<file path="config.mk">
export PLATFORM = sky130hd
export DESIGN_NAME = sonar_scan_sched
export DESIGN_NICKNAME = d
export VERILOG_FILES = /design/src/rtl/sonar_pkg.sv /design/src/rtl/sonar_cycle_timer.sv /design/src/rtl/sonar_scan_sched.sv
export SDC_FILE = /design/constraint.sdc
export NUM_CORES = 1
export LEC_CHECK = 0
export BUFFER_PORTS_ARGS = -buffer_cell sky130_fd_sc_hd__buf_2
export CAP_MARGIN = 20
export CORE_ASPECT_RATIO = 0.7
export CORE_MARGIN = 5
export CORE_UTILIZATION = 50
export DETAILED_ROUTE_END_ITERATION = 7
export PLACE_DENSITY = 0.7
export SLEW_MARGIN = 30
export SYNTH_ARGS = -nofsm -noshare
export SYNTH_HDL_FRONTEND = slang
export SYNTH_SLANG_ARGS = --single-unit
</file>
<file path="constraint.sdc">
create_clock -name clk -period 4.1 [get_ports clk]
set_clock_uncertainty 0.1 [all_clocks]
set_input_delay 0.82 -clock clk [delete_from_list [all_inputs] [get_ports clk]]
set_output_delay 0.82 -clock clk [all_outputs]
set_load 0.05 [all_outputs]
</file>
<file path="src/rtl/sonar_pkg.sv">
// Shared types and constants for the sonar scan scheduler.
package sonar_pkg;

    localparam int unsigned DATA_W = 16;
    localparam logic [DATA_W-1:0] SONAR_NO_ECHO = 16'hFFFF;

    typedef enum logic [2:0] {
        IDLE,
        START,
        WAIT,
        GAP,
        ADVANCE
    } state_t;

endpackage

</file>
<file path="src/rtl/sonar_cycle_timer.sv">
// Clearable up-counter with an equality terminal-count flag.
module sonar_cycle_timer #(
    parameter int unsigned W = 8
) (
    input  logic         clk,
    input  logic         reset,
    input  logic         clr,
    input  logic [W-1:0] term,
    output logic         at_term_c
);

    logic [W-1:0] count;

    always_ff @(posedge clk) begin
        if (!reset) begin
            count <= '0;
        end else if (clr) begin
            count <= '0;
        end else begin
            count <= count + W'(1);
        end
    end

    assign at_term_c = (count == term);

endmodule

</file>
<file path="src/rtl/sonar_scan_sched.sv">
// Round-robin scheduler sharing one ranging core across NUM_SENSORS transducers.
// Optional proximity alarm outputs are built when SONAR_PROX_ALARM_EN is defined.
module sonar_scan_sched
    import sonar_pkg::*;
#(
    parameter int unsigned NUM_SENSORS    = 4,
    parameter int unsigned GAP_CYCLES     = 120000,
    parameter int unsigned TIMEOUT_CYCLES = 80000,
    localparam int unsigned IDXW = (NUM_SENSORS > 1) ? $clog2(NUM_SENSORS) : 1
) (
    input  logic                   clk,
    input  logic                   reset,
    input  logic                   enable,
    output logic                   core_get_n,
    output logic                   core_rst_n,
    input  logic                   core_ready,
    input  logic [DATA_W-1:0]      core_data,
    output logic [IDXW-1:0]        sel,
    output logic                   result_valid,
    output logic [IDXW-1:0]        result_idx,
    output logic [DATA_W-1:0]      result_data,
    output logic                   result_timeout,
    input  logic [IDXW-1:0]        rd_idx,
    output logic [DATA_W-1:0]      rd_data,
`ifdef SONAR_PROX_ALARM_EN
    input  logic [DATA_W-1:0]      prox_thresh,
    output logic [NUM_SENSORS-1:0] prox_alarm,
`endif
    output logic                   busy
);

    localparam int unsigned TMAX = (GAP_CYCLES > TIMEOUT_CYCLES) ? GAP_CYCLES : TIMEOUT_CYCLES;
    localparam int unsigned TW   = $clog2(TMAX + 1);

    state_t            state;
    state_t            state_d;
    logic [IDXW-1:0]   sel_d;
    logic              get_n_d;
    logic              rst_n_d;
    logic              capture;
    logic              timeout_hit;
    logic              wr_en;
    logic              timer_clr;
    logic              timer_done;
    logic [TW-1:0]     timer_term;
    logic [DATA_W-1:0] wr_data;
    logic [DATA_W-1:0] dist_tbl [NUM_SENSORS];

    // One counter serves both the echo timeout and the quiet gap.
    assign timer_term = (state == GAP) ? TW'(GAP_CYCLES - 1) : TW'(TIMEOUT_CYCLES - 1);

    sonar_cycle_timer #(
        .W (TW)
    ) u_timer (
        .clk       (clk),
        .reset     (reset),
        .clr       (timer_clr),
        .term      (timer_term),
        .at_term_c (timer_done)
    );

    always_ff @(posedge clk) begin
        if (!reset) begin
            state <= IDLE;
        end else begin
            state <= state_d;
        end
    end

    always_comb begin
        state_d     = state;
        sel_d       = sel;
        get_n_d     = 1'b1;
        rst_n_d     = 1'b1;
        capture     = 1'b0;
        timeout_hit = 1'b0;
        timer_clr   = 1'b1;
        case (state)
            IDLE: begin
                if (enable) state_d = START;
            end
            START: begin
                get_n_d = 1'b0;
                state_d = WAIT;
            end
            WAIT: begin
                // A ready on the terminal cycle still counts as a good echo.
                if (core_ready) begin
                    capture = 1'b1;
                    state_d = GAP;
                end else if (timer_done) begin
                    timeout_hit = 1'b1;
                    rst_n_d     = 1'b0;
                    state_d     = GAP;
                end else begin
                    timer_clr = 1'b0;
                end
            end
            GAP: begin
                if (timer_done) state_d = ADVANCE;
                else            timer_clr = 1'b0;
            end
            ADVANCE: begin
                sel_d   = (sel == IDXW'(NUM_SENSORS - 1)) ? '0 : sel + IDXW'(1);
                state_d = enable ? START : IDLE;
            end
            default: state_d = IDLE;
        endcase
    end

    assign wr_en   = capture | timeout_hit;
    assign wr_data = capture ? core_data : SONAR_NO_ECHO;

    always_ff @(posedge clk) begin
        if (!reset) begin
            sel            <= '0;
            core_get_n     <= 1'b1;
            core_rst_n     <= 1'b0;
            result_valid   <= 1'b0;
            result_idx     <= '0;
            result_data    <= '0;
            result_timeout <= 1'b0;
            busy           <= 1'b0;
        end else begin
            sel          <= sel_d;
            core_get_n   <= get_n_d;
            core_rst_n   <= rst_n_d;
            result_valid <= wr_en;
            busy         <= (state_d != IDLE);
            if (wr_en) begin
                result_idx     <= sel;
                result_data    <= wr_data;
                result_timeout <= timeout_hit;
            end
        end
    end

    // Distance table; a same-cycle read of the written entry returns the old value.
    always_ff @(posedge clk) begin
        if (!reset) begin
            for (int unsigned i = 0; i < NUM_SENSORS; i++) begin
                dist_tbl[i] <= SONAR_NO_ECHO;
            end
            rd_data <= '0;
        end else begin
            if (wr_en) dist_tbl[sel] <= wr_data;
            if (32'(rd_idx) < NUM_SENSORS) rd_data <= dist_tbl[rd_idx];
            else                           rd_data <= SONAR_NO_ECHO;
        end
    end

`ifdef SONAR_PROX_ALARM_EN
    always_ff @(posedge clk) begin
        if (!reset) begin
            prox_alarm <= '0;
        end else if (wr_en) begin
            prox_alarm[sel] <= capture && (core_data < prox_thresh);
        end
    end
`endif

endmodule

</file>
## Word level (Yosys, flattened, before mapping)

Memories as Yosys holds them, arrays and structs flattened. A register that Yosys moved wholly into a read port is not among the register bits.
Cells that the tools add are included.

| word-level totals | value |
|---|---|
| bits in registers | 45 |
| bits in latches | 0 |
| bits in writable memories | 64 |
| memory bits (read-only) | 0 |
| bits of input ports | 22 |
| output and inout bits | 41 |
| word-level logic and storage cells | 53 |
| memories kept | 1 |

| operators by class | value |
|---|---|
| add/subtract/negate cells | 2 |
| $mul | 0 |
| divide/modulo/power cells | 0 |
| $lt $le $gt $ge | 0 |
| equality and inequality tests | 6 |
| shift operators | 0 |
| multiplexer cells | 27 |
| bitwise gates (word level) | 2 |
| reductions and logical operators | 5 |

Memories:

| name | words | width | rd ports | clocked after memory_dff | wr ports | line | text |
|---|---|---|---|---|---|---|---|
| dist_tbl | 4 | 16 | 1 | 1 | 4 | sonar_scan_sched.sv:47 | `logic [DATA_W-1:0] dist_tbl [NUM_SENSORS];` |

Operators with widths:

| kind | number |
|---|---|
| 16-bit 2-to-1 mux | 3 |
| 17-bit by 1-bit adder with 17-bit output, second input constant | 1 |
| 17-bit == test | 1 |
| 1-bit 2-to-1 mux | 16 |
| 16-bit OR reduction | 1 |
| 3-bit case mux with 5 select lines | 1 |
| 3-bit 2-to-1 mux | 4 |
| 3-bit by 2-bit == test with 1-bit output, second input constant | 2 |
| 2-bit 2-to-1 mux | 2 |
| 3-bit by 1-bit == test with 1-bit output, second input constant | 1 |
| 3-bit == test, second input constant | 1 |
| 3-bit logical NOT | 1 |
| 3-bit nonzero test | 1 |
| 2-bit by 1-bit adder with 2-bit output, second input constant | 1 |
| 2-bit == test, second input constant | 1 |
| 1-bit case mux with 2 select lines | 1 |
| 2-bit OR reduction | 1 |
| 1-bit logical NOT | 1 |
| 1-bit NOT | 1 |
| 1-bit OR | 1 |

## Longest topological paths before layout

Gate-level depths: netlist (run 1).

| depth | value |
|---|---|
| depth after elaboration | 12 |
| mapped depth | 6 |
| mapped depth without buffers | 5 |

## Hierarchy

From an unflattened synthesis (run 1), not the netlist that was laid out.

| second synthesis, totals | value |
|---|---|
| cells, all modules | 439 |
| area total of the unflattened synthesis | 5,382.7 µm² |

By module, submodules not included:

| module | times used | cells an instance | area each (µm²) | seq. area each (µm²) |
|---|---|---|---|---|
| sonar_scan_sched | 1 | 330 | 4,414.2 | 2,802.7 |
| sonar_cycle_timer | 1 | 109 | 968.4 | 340.3 |

## Worst setup path before layout (run 1)

OpenSTA, ideal clock, no wires.

| timing | value |
|---|---|
| path kind | reg2reg |
| start | register u_timer.count[10] |
| end | memory dist_tbl[0][0] (enable) |
| library setup time | 0.392 ns |
| arrival time | 2.498 ns |
| data required time | 3.608 ns |
| setup slack | 1.110 ns |
| stages on the path, launching flop included | 6 |
| buffers on the path | 1 |
| period minus slack after synthesis | 2.990 ns |
| cells stage by stage | dfxtp_1 -> or4b_1 -> or4_4 -> o21a_1 -> buf_6 -> o31ai_2 |

RTL lines:

| what | line | text |
|---|---|---|
| start: declaration | sonar_cycle_timer.sv:12 | `logic [W-1:0] count;` |
| start signal: assignment | sonar_cycle_timer.sv:20 | `count <= count + W'(1);` |
| end: declaration | sonar_scan_sched.sv:47 |  |

==> metrics.md, run 1 <==
| Metric | Value |
|---|---|
| Initial antenna violation count | `0` |
| Met3 WL | `703 µm` |
| Final Util | `0.599` |
| Area delta synth->final | `18.7%` |
| Dpl ws | `0.974 ns` |
| EDFF count, synth | `64` |
| Post-Synth Simple-Gate Area | `0.184` |
| Sequential area share after synthesis | `0.611` |
| Setup repair bufs after CTS | `0` |
| Clk pwr share | `0.468` |
| DR top layer | `met4` |
| CP startpoint kind | `flip-flop` |
| CP delay by family, top | `simple AND/OR/NAND/NOR gates` |
| Cells along the critical path | `or4b_1, or4_4, o21a_1, o21ai_1, buf_4` |
| Share of layout cells above drive strength 1 | `0.288` |
| Critical path fanouts, max | `11` |
| Post-Route WL | `11400 µm` |
| Post-layout nets | `493` |
| First-pass DRT Iterations | `5` |
| CP max stage delay | `0.55 ns` |
| Worst Tran Pin Value | `0.764 ns` |
| Reg power frac | `0.456` |
| Vias in the first global route | `3509` |
| Ys flop type | `edfxtp_1` |
| # diodes | `0` |
| Synthesized netlist cell count | `402` |
| Multiplexer area fraction after synthesis | `0.0739` |
| Post-synth cell types | `50` |
| Port Buffers | `62` |
| Status | `finished clean` |
| Hold Slack | `0.367 ns` |
| Logic gate share of total power | `0.076` |
| Synth Register Bits | `125` |
| Count of non-filler cells in the finished layout | `614` |
| Vias after detailed routing | `3473` |
| Placed cells | `582` |
| Crit path time final | `3.00 ns` |
| Slew margin rel. | `0.489` |
| Ys async rst share | `0` |
| CTS root buf | `clkbuf_16` |
| Die Footprint | `12500 µm²` |
| Leak pwr | `1.97 nW` |
| Num CTS Buffers | `17` |
| Internal | `2.27 mW` |
| Fmax | `0.333 GHz` |
| Vias/cell | `5.66` |
| Core area | `10200 µm²` |
| Largest net degree at the start of global routing | `25` |
| RSZ-0062 raised after global routing | `false` |
| Synth Area in Compound Gates | `0.0744` |
| Crit end category | `flip-flop` |
| Post-synthesis xor/xnor area fraction | `0.0170` |
| Post-Syn Nets | `426` |
| ANT nets after route | `0` |
| Later-pin clock latency in the skew report | `0.41 ns` |
| Average size of a mapped cell | `12.8 µm²` |
| Starting Density | `0.505` |
| Setup violators final | `0` |
| FP Rows | `31` |
| Initial DRC count | `226` |
| CP Class | `reg -> reg` |
| Die width | `131 µm` |
| H-tree Lvls | `4` |
| Synthesized-area fraction occupied by adder cells | `0.00486` |
| # resized after CTS | `0` |
| Synth warnings | `0` |
| Worst setup margin | `1.10 ns` |
| Met2 wire len | `5130 µm` |
| DP HPWL | `7390 µm` |
| Net Sw Power | `0.697 mW` |
| PD cells | `486 nW/µm²` |
| Wire length on met1 | `5320 µm` |
| Mapped Area | `5150 µm²` |
| Gpl congestion | `0.811` |
| First-pass GRT wire length | `18400 µm` |
| Post-DR wirelength/cell | `18.5 µm` |
| Period utilisation layout | `0.732` |
| Largest family of logic cells by synthesized area | `simple AND/OR/NAND/NOR gates` |
| Clock transition at path regs | `0.05 ns` |
| Critical Path RT | `4.10 ns` |
| All-Layer GR Usage | `0.191` |
| Io pins | `63` |
| Hold-fix buffers, CTS | `0` |
| Worst min-delay path class | `reg -> reg` |
| Most common cell after layout, fill and taps aside | `nand2_1` |
| Critical path arrival | `3.01 ns` |
| Peak supply drop | `314 µV` |
| CP max stage cell | `or4_4` |
| # clock sinks | `125` |
| Max Cap Viol | `0` |
| Final Slew Violations | `0` |
| Setup TNS | `0 ns` |
| TritonCTS clock tree | `built` |
| GRT overflow | `0` |
| Switch share | `0.235` |
| CP bufs+invs | `1` |
| DRC | `0` |
| CTS Buffer Depth | `2` |
| Final hold violations | `0` |
| Commonest cells after routing, fill and taps aside | `nand2_1, edfxtp_1, buf_2` |
| Vert. Die Dim | `94.9 µm` |
power by group through the flow:
stage / registers (mW) / logic, mW / clock network, mW
detailed placement: 1.38 / 0.225 / 0
global route: 1.36 / 0.241 / 1.47
floorplan: 1.45 / 0.0887 / 0
global placement: 1.38 / 0.222 / 0
finish: 1.35 / 0.224 / 1.39
CTS: 1.35 / 0.226 / 1.40
per-layer routing:
layer | GRT usage | vias to the layer above
met1 | 0.259 | 1720
met2 | 0.290 | 111
met4 | 0.0796 | 0
met3 | 0.0548 | 18
met5 | 0 | -
li1 | - | 1624
flip-flops by register name, summed over array words and instances (netlist names), 2 cells and up:
signal / flops
result_idx: 2
rd_data: 16
u_timer.count: 17
sel: 2
result_data: 16
state: 3
dist_tbl: 64
final timing paths:
path / from / endpoint / slack (ns) / cells after the start
worst min-delay path: u_timer.count[0]$_SDFF_PP0_ / u_timer.count[0]$_SDFF_PP0_ / 0.37 / 1
worst max-delay path: u_timer.count[6]$_SDFF_PP0_ / dist_tbl[3][8]$_DFFE_PP_ / 1.10 / 5
worst max register to register: u_timer.count[6]$_SDFF_PP0_ / dist_tbl[3][8]$_DFFE_PP_ / 1.10 / 5
worst min register to register: u_timer.count[0]$_SDFF_PP0_ / u_timer.count[0]$_SDFF_PP0_ / 0.37 / 1
through the flow:
step | total power [mW] | instance area [µm²]
2_1_floorplan | 1.54 | 5150
3_3_place_gp | 1.60 | 5540
3_5_place_dp | 1.60 | 5550
4_1_cts | 2.98 | 6100
5_1_grt | 3.06 | 6110
6_report | 2.97 | 6110
area by class of cell:
cell class / count / area (µm²)
clock buffers: 26 / 522
inverters: 2 / 7.51
multi-input cells: 249 / 1840
well taps: 132 / 165
fillers: 803 / 4090
repair buffers: 74 / 400
clock inverters: 6 / 31.3
flip-flops and latches: 125 / 3140
cells in the mapped netlist, types with 2 or more instances:
master	n	area share
mux4_2	16	0.070
o221a_1	16	0.035
dfxtp_1	61	0.24
a211oi_1	7	0.010
clkbuf_1	13	0.0095
clkbuf_8	3	0.0080
nand2b_1	2	0.0024
inv_1	2	0.0015
or3_1	21	0.026
o31ai_1	2	0.0029
xor2_1	6	0.010
nand2_1	66	0.048
nand4_1	3	0.0036
xnor2_1	4	0.0068
nor3_2	11	0.021
or4_1	3	0.0044
nand3_1	6	0.0058
o21ai_1	3	0.0029
and2_1	17	0.021
a31oi_1	2	0.0024
buf_2	3	0.0029
mux2i_1	2	0.0039
nor3_1	3	0.0029
o21a_1	2	0.0029
nor2_1	26	0.019
buf_6	5	0.011
a21oi_1	4	0.0039
o21ai_0	5	0.0049
edfxtp_1	64	0.37
ha_1	2	0.0049
and3_1	3	0.0036
logic make-up after synthesis:
family / after synthesis
flip-flops: 125
adder cells (fa/ha/maj): 2
AND/OR/NAND/NOR: 174
XOR/XNOR: 10
AO/OA/AOI/OAI: 45
buffers and inverters: 28
multiplexers: 18
(Power assumes the default switching activity.)
==> run 2: changes to the inputs <==
- ABC_AREA: not set -> 1
- clock period: 4.1 -> 3.15 ns (I/O delays scaled with it)
==> run 2 against run 1 <==
  * Combinational power grew 54%
  * Via count grew 17%
  * First-iteration DRC count up 110%
  * Synthesized area rose by 1.5%
  * Clock-buffer cell count decreased by 1
  * Cell area rose by 0.14%
  * Final cell count grew 21%
  * Critical path type unchanged
  * Largest cell class unchanged
  * Largest power group is now sequential cells
  * Highest routed layer unchanged
==> metrics.md, run 2 <==
| Metric | Value |
|---|---|
| Post-DR wirelength/cell | `16.5 µm` |
| Die Footprint | `12600 µm²` |
| Hold-fix buffers, CTS | `0` |
| Initial antenna violation count | `0` |
| TritonCTS clock tree | `built` |
| FP Rows | `31` |
| Fmax | `0.420 GHz` |
| Synthesized netlist cell count | `545` |
| Setup violators final | `0` |
| Synth warnings | `0` |
| Post-synth cell types | `30` |
| Io pins | `63` |
| Die width | `132 µm` |
| Leak pwr | `2.08 nW` |
| Setup repair bufs after CTS | `0` |
| Share of layout cells above drive strength 1 | `0.199` |
| Slew margin rel. | `0.445` |
| GRT overflow | `0` |
| Post-layout nets | `623` |
| Area delta synth->final | `17.2%` |
| First-pass DRT Iterations | `5` |
| CTS Buffer Depth | `2` |
| Most common cell in the synthesized netlist | `nor2_1` |
| Post-Route WL | `12200 µm` |
| RSZ-0062 raised after global routing | `false` |
| Average size of a mapped cell | `9.58 µm²` |
| CP startpoint kind | `flip-flop` |
| Crit path time final | `2.38 ns` |
| Sequential area share after synthesis | `0.602` |
| Max Cap Viol | `0` |
| Area contributors post-synth | `edfxtp_1, dfxtp_1, nor2_1` |
| Starting Density | `0.508` |
| Largest registers | `dist_tbl (64), u_timer.count (17)` |
| ANT nets after route | `0` |
| DRC | `0` |
| Critical Path RT | `3.08 ns` |
| Status | `finished clean` |
| Vias in the first global route | `3755` |
| CP max stage delay | `0.54 ns` |
| Most common cell after layout, fill and taps aside | `nor2_1` |
| CP Class | `reg -> reg` |
| CP bufs+invs | `1` |
| Yosys top cell area share | `0.368` |
| Crit end category | `flip-flop` |
| Commonest cells after routing, fill and taps aside | `nor2_1, nand2_1, edfxtp_1` |
| Most flop-heavy register | `dist_tbl` |
| CP delay by family, top | `simple AND/OR/NAND/NOR gates` |
| Worst setup margin | `0.771 ns` |
| Later-pin clock latency in the skew report | `0.41 ns` |
| Critical path fanouts, max | `16` |
| # diodes | `0` |
| Ys flop type | `edfxtp_1` |
| Max FFs per register | `64` |
| CP max stage cell | `nand2_1` |
| # clock sinks | `125` |
| Cells along the critical path | `ha_1, nand3_2, nor2_4, nand2_2, inv_2, nand3_4, nand2_4, nand4_1, nand2_1` |
| Ys async rst share | `0` |
| # resized after CTS | `0` |
| EDFF count, synth | `64` |
| Yosys top cell by area | `edfxtp_1` |
| Dpl ws | `0.746 ns` |
| PD cells | `631 nW/µm²` |
| Vert. Die Dim | `95.5 µm` |
| Worst min-delay path class | `reg -> reg` |
| Final hold violations | `0` |
| H-tree Lvls | `4` |
| Final Slew Violations | `0` |
| Core area | `10300 µm²` |
| Gpl congestion | `0.866` |
| Clock transition at path regs | `0.05 ns` |
| First-pass GRT wire length | `19800 µm` |
| All-Layer GR Usage | `0.202` |
| Vias/cell | `5.47` |
| CTS root buf | `clkbuf_16` |
| Mapped Area | `5220 µm²` |
| Peak supply drop | `389 µV` |
| Fillers | `871` |
| Synth Register Bits | `125` |
| Worst Tran Pin Value | `0.832 ns` |
| Period utilisation layout | `0.755` |
| Vias after detailed routing | `4067` |
| Port Buffers | `62` |
| Setup TNS | `0 ns` |
| DP HPWL | `8190 µm` |
| Post-Syn Nets | `569` |
| Most frequent cells after synthesis | `nor2_1, nand2_1, edfxtp_1, dfxtp_1, o21ai_0` |
| Initial DRC count | `482` |
| Num CTS Buffers | `17` |
| Largest net degree at the start of global routing | `50` |
| Critical path arrival | `2.31 ns` |
==> run 2: path summary, 6_finish.rpt <==
path	from	to	slack, ns	cells after the start
max reg2reg	u_timer.count[0]$_SDFF_PP0_	dist_tbl[2][2]$_SDFFCE_PN1P_	0.77	9
min reg2reg	u_timer.count[0]$_SDFF_PP0_	u_timer.count[0]$_SDFF_PP0_	0.35	1
max	u_timer.count[0]$_SDFF_PP0_	dist_tbl[2][2]$_SDFFCE_PN1P_	0.77	9
min	u_timer.count[0]$_SDFF_PP0_	u_timer.count[0]$_SDFF_PP0_	0.35	1
==> run 2: per-layer routing <==
layer / GRT usage / routed length [µm] / vias to the layer above
li1: - / - / 1987
met1: 0.312 / 6020 / 1884
met2: 0.268 / 4980 / 189
met3: 0.0680 / 1200 / 7
met4: 0.0454 / 54 / 0
met5: 0 / 0 / -
==> run 2: where the power goes <==
group	internal, mW	switching, mW	total, mW	leakage (nW)
clock	1.09	0.663	1.75	0.270
sequential	1.75	0.0158	1.77	0.935
combinational	0.0703	0.276	0.346	0.875
total	2.91	0.955	3.86	2.08
==> run 2: kinds of logic after synthesis <==
logic type,Yosys count,synth area share
simple gates,262,0.240
buf+inv,64,0.0546
compound gates,82,0.0817
flops,125,0.602
xor+xnor,10,0.0168
fa+ha+maj,2,0.00479
==> run 2: area by class of cell <==
class / instances / area [µm²] / area share
clock inverters: 7 / 36.3 / 0.00593
inverters: 28 / 105 / 0.0172
repair buffers: 71 / 378 / 0.0618
flip-flops and latches: 125 / 3140 / 0.514
clock buffers: 25 / 497 / 0.0812
well taps: 132 / 165 / 0.0270
multi-input cells: 356 / 1790 / 0.293
==> run 2: metrics by stage <==
step                      total power [mW]  instances  instance area [µm²]  hold slack (ns)   util
after floorplan                       2.05        545                 5220            0.318      -
after global placement                2.14        712                 5590            0.330  0.543
after detailed placement              2.15        712                 5590            0.344  0.543
after CTS                             3.88        744                 6120            0.350  0.595
after global routing                  3.99        744                 6120            0.344  0.595
final                                 3.86        744                 6120            0.353  0.595
==> run 3: changes to the inputs <==
- clock period: 3.15 -> 2.4 ns (I/O delays scaled with it)
==> run 3 against run 2 <==
  * Register-to-register slack worse by 0.54 ns
  * Utilization is 1.4 points higher
  * Hold slack worse by 0.15 ns
  * First-iteration DRC count is 3.9% lower
==> metrics.md, run 3 (synthesized netlist as in run 2, its figures left out) <==
| Metric | Value |
|---|---|
| GRT overflow | `0` |
| Peak supply drop | `561 µV` |
| Placement Cell Area | `5680 µm²` |
| Num CTS Buffers | `17` |
| DRC | `0` |
| DP HPWL | `8590 µm` |
| ANT nets after route | `0` |
| Cells along the critical path | `ha_1, nand3_2, nor2_4, nand2_2, inv_2, nand3_4, nand2_4, nand2_4, nor2_1, nor2_2, buf_12` |
| Most common cell after layout, fill and taps aside | `nor2_1` |
| Critical Path RT | `2.46 ns` |
| Commonest cells after routing, fill and taps aside | `nor2_1, nand2_1, edfxtp_1` |
| Fmax | `0.462 GHz` |
| CP startpoint kind | `flip-flop` |
| Hold Slack | `0.201 ns` |
| RSZ-0062 raised after global routing | `false` |
| Worst min-delay path class | `in -> reg` |
| Slew margin rel. | `0.583` |
| CTS root buf | `clkbuf_16` |
| Max Cap Viol | `0` |
| CP Class | `reg -> reg` |
| Share of layout cells above drive strength 1 | `0.208` |
| Vias after detailed routing | `4181` |
| Most frequent cell on the critical path | `nand2_4` |
| Critical path arrival | `2.23 ns` |
| Die width | `132 µm` |
| Gpl congestion | `0.839` |
| Io pins | `63` |
| Period utilisation layout | `0.902` |
| Initial DRC count | `463` |
| Final Slew Violations | `0` |
| Max FFs per register | `64` |
| Vert. Die Dim | `95.5 µm` |
| Status | `finished clean` |
| Starting Density | `0.508` |
| First-pass DRT Iterations | `7` |
| Crit end category | `flip-flop` |
| Initial antenna violation count | `0` |
| Later-pin clock latency in the skew report | `0.41 ns` |
| CP max stage cell | `dfxtp_1` |
| Final Util | `0.609` |
| All-Layer GR Usage | `0.213` |
| Die Footprint | `12600 µm²` |
| Leak pwr | `2.14 nW` |
| Setup repair bufs after CTS | `0` |
| First-pass GRT wire length | `20500 µm` |
| Critical path fanouts, max | `19` |
| Final hold violations | `0` |
| RR Startpoint | `u_timer.count[0]$_SDFF_PP0_` |
| Post-Route WL | `13100 µm` |
| FP Rows | `31` |
| Design Area, Final | `6260 µm²` |
| Worst setup path startpoint | `u_timer.count[0]$_SDFF_PP0_` |
| Setup TNS | `0 ns` |
| Core area | `10300 µm²` |
| Largest net degree at the start of global routing | `50` |
| Hold path start | `core_ready` |
| H-tree Lvls | `4` |
| CP max stage delay | `0.37 ns` |
| Vias in the first global route | `3859` |
| PD cells | `843 nW/µm²` |
| Clock transition at path regs | `0.05 ns` |
| Hold-fix buffers, CTS | `0` |
| Worst Tran Pin Value | `0.623 ns` |
| Pwr Total | `5.27 mW` |
| Largest registers | `dist_tbl (64), u_timer.count (17)` |
| # clock sinks | `125` |
| Setup violators final | `0` |
| TritonCTS clock tree | `built` |
| Port Buffers | `62` |
| Vias/cell | `5.57` |
| # diodes | `0` |
| Crit path time final | `2.17 ns` |
| Area delta synth->final | `19.8%` |
| Most flop-heavy register | `dist_tbl` |
| CP bufs+invs | `2` |
| # resized after CTS | `0` |
| CTS Buffer Depth | `2` |
| CP delay by family, top | `simple AND/OR/NAND/NOR gates` |
| Post-layout nets | `630` |
| Post-DR wirelength/cell | `17.4 µm` |
[run 3: worst register-to-register path, cell delays in order (launching register included)]
cell and delay, ns:
dfxtp_1 0.37, ha_1 0.23, nand3_2 0.14, nor2_4 0.17, nand2_2 0.08, inv_2 0.08
nand3_4 0.12, nand2_4 0.13, nand2_4 0.13, nor2_1 0.15, nor2_2 0.07, buf_12 0.15
[run 3: worst paths after layout]
kind                                                    end  slack (ns)  depth (start not counted)
worst min-delay path                  core_rst_n$_SDFF_PN0_        0.20                          3
worst max-delay path               dist_tbl[3][2]$_DFFE_PP_        0.23                         11
worst min register to register  result_data[4]$_SDFFE_PN0P_        0.35                          2
worst max register to register     dist_tbl[3][2]$_DFFE_PP_        0.23                         11
[run 3: power by group]
part	leakage, nW	internal (mW)	switching [mW]
combinational	0.920	0.107	0.364
sequential	0.935	2.30	0.0213
clock	0.286	1.60	0.880
[run 3: cell type report]
| type | instances | area [µm²] |
|---|---|---|
| timing repair buffer | 78 | 468 |
| tap | 132 | 165 |
| fill | 847 | 4020 |
| sequential | 125 | 3140 |
| multi-input combinational | 356 | 1800 |
| clock buffer | 27 | 526 |
| inverter | 28 | 105 |
| clock inverter | 5 | 53.8 |
[run 3: layer usage]
| layer | up-vias | global-route usage | wire [µm] |
|---|---|---|---|
| met4 | 0 | 0.0796 | 140 |
| li1 | 2001 | - | - |
| met1 | 1941 | 0.312 | 6050 |
| met3 | 11 | 0.0612 | 1270 |
| met5 | - | 0 | 0 |
| met2 | 228 | 0.298 | 5620 |
[run 3: stage by stage]
stage               worst slack [ns]  cells
detailed placement             0.245    719
global placement               0.320    719
finish                         0.234    751
floorplan                      0.251    545
CTS                            0.232    751
global route                  0.0774    751
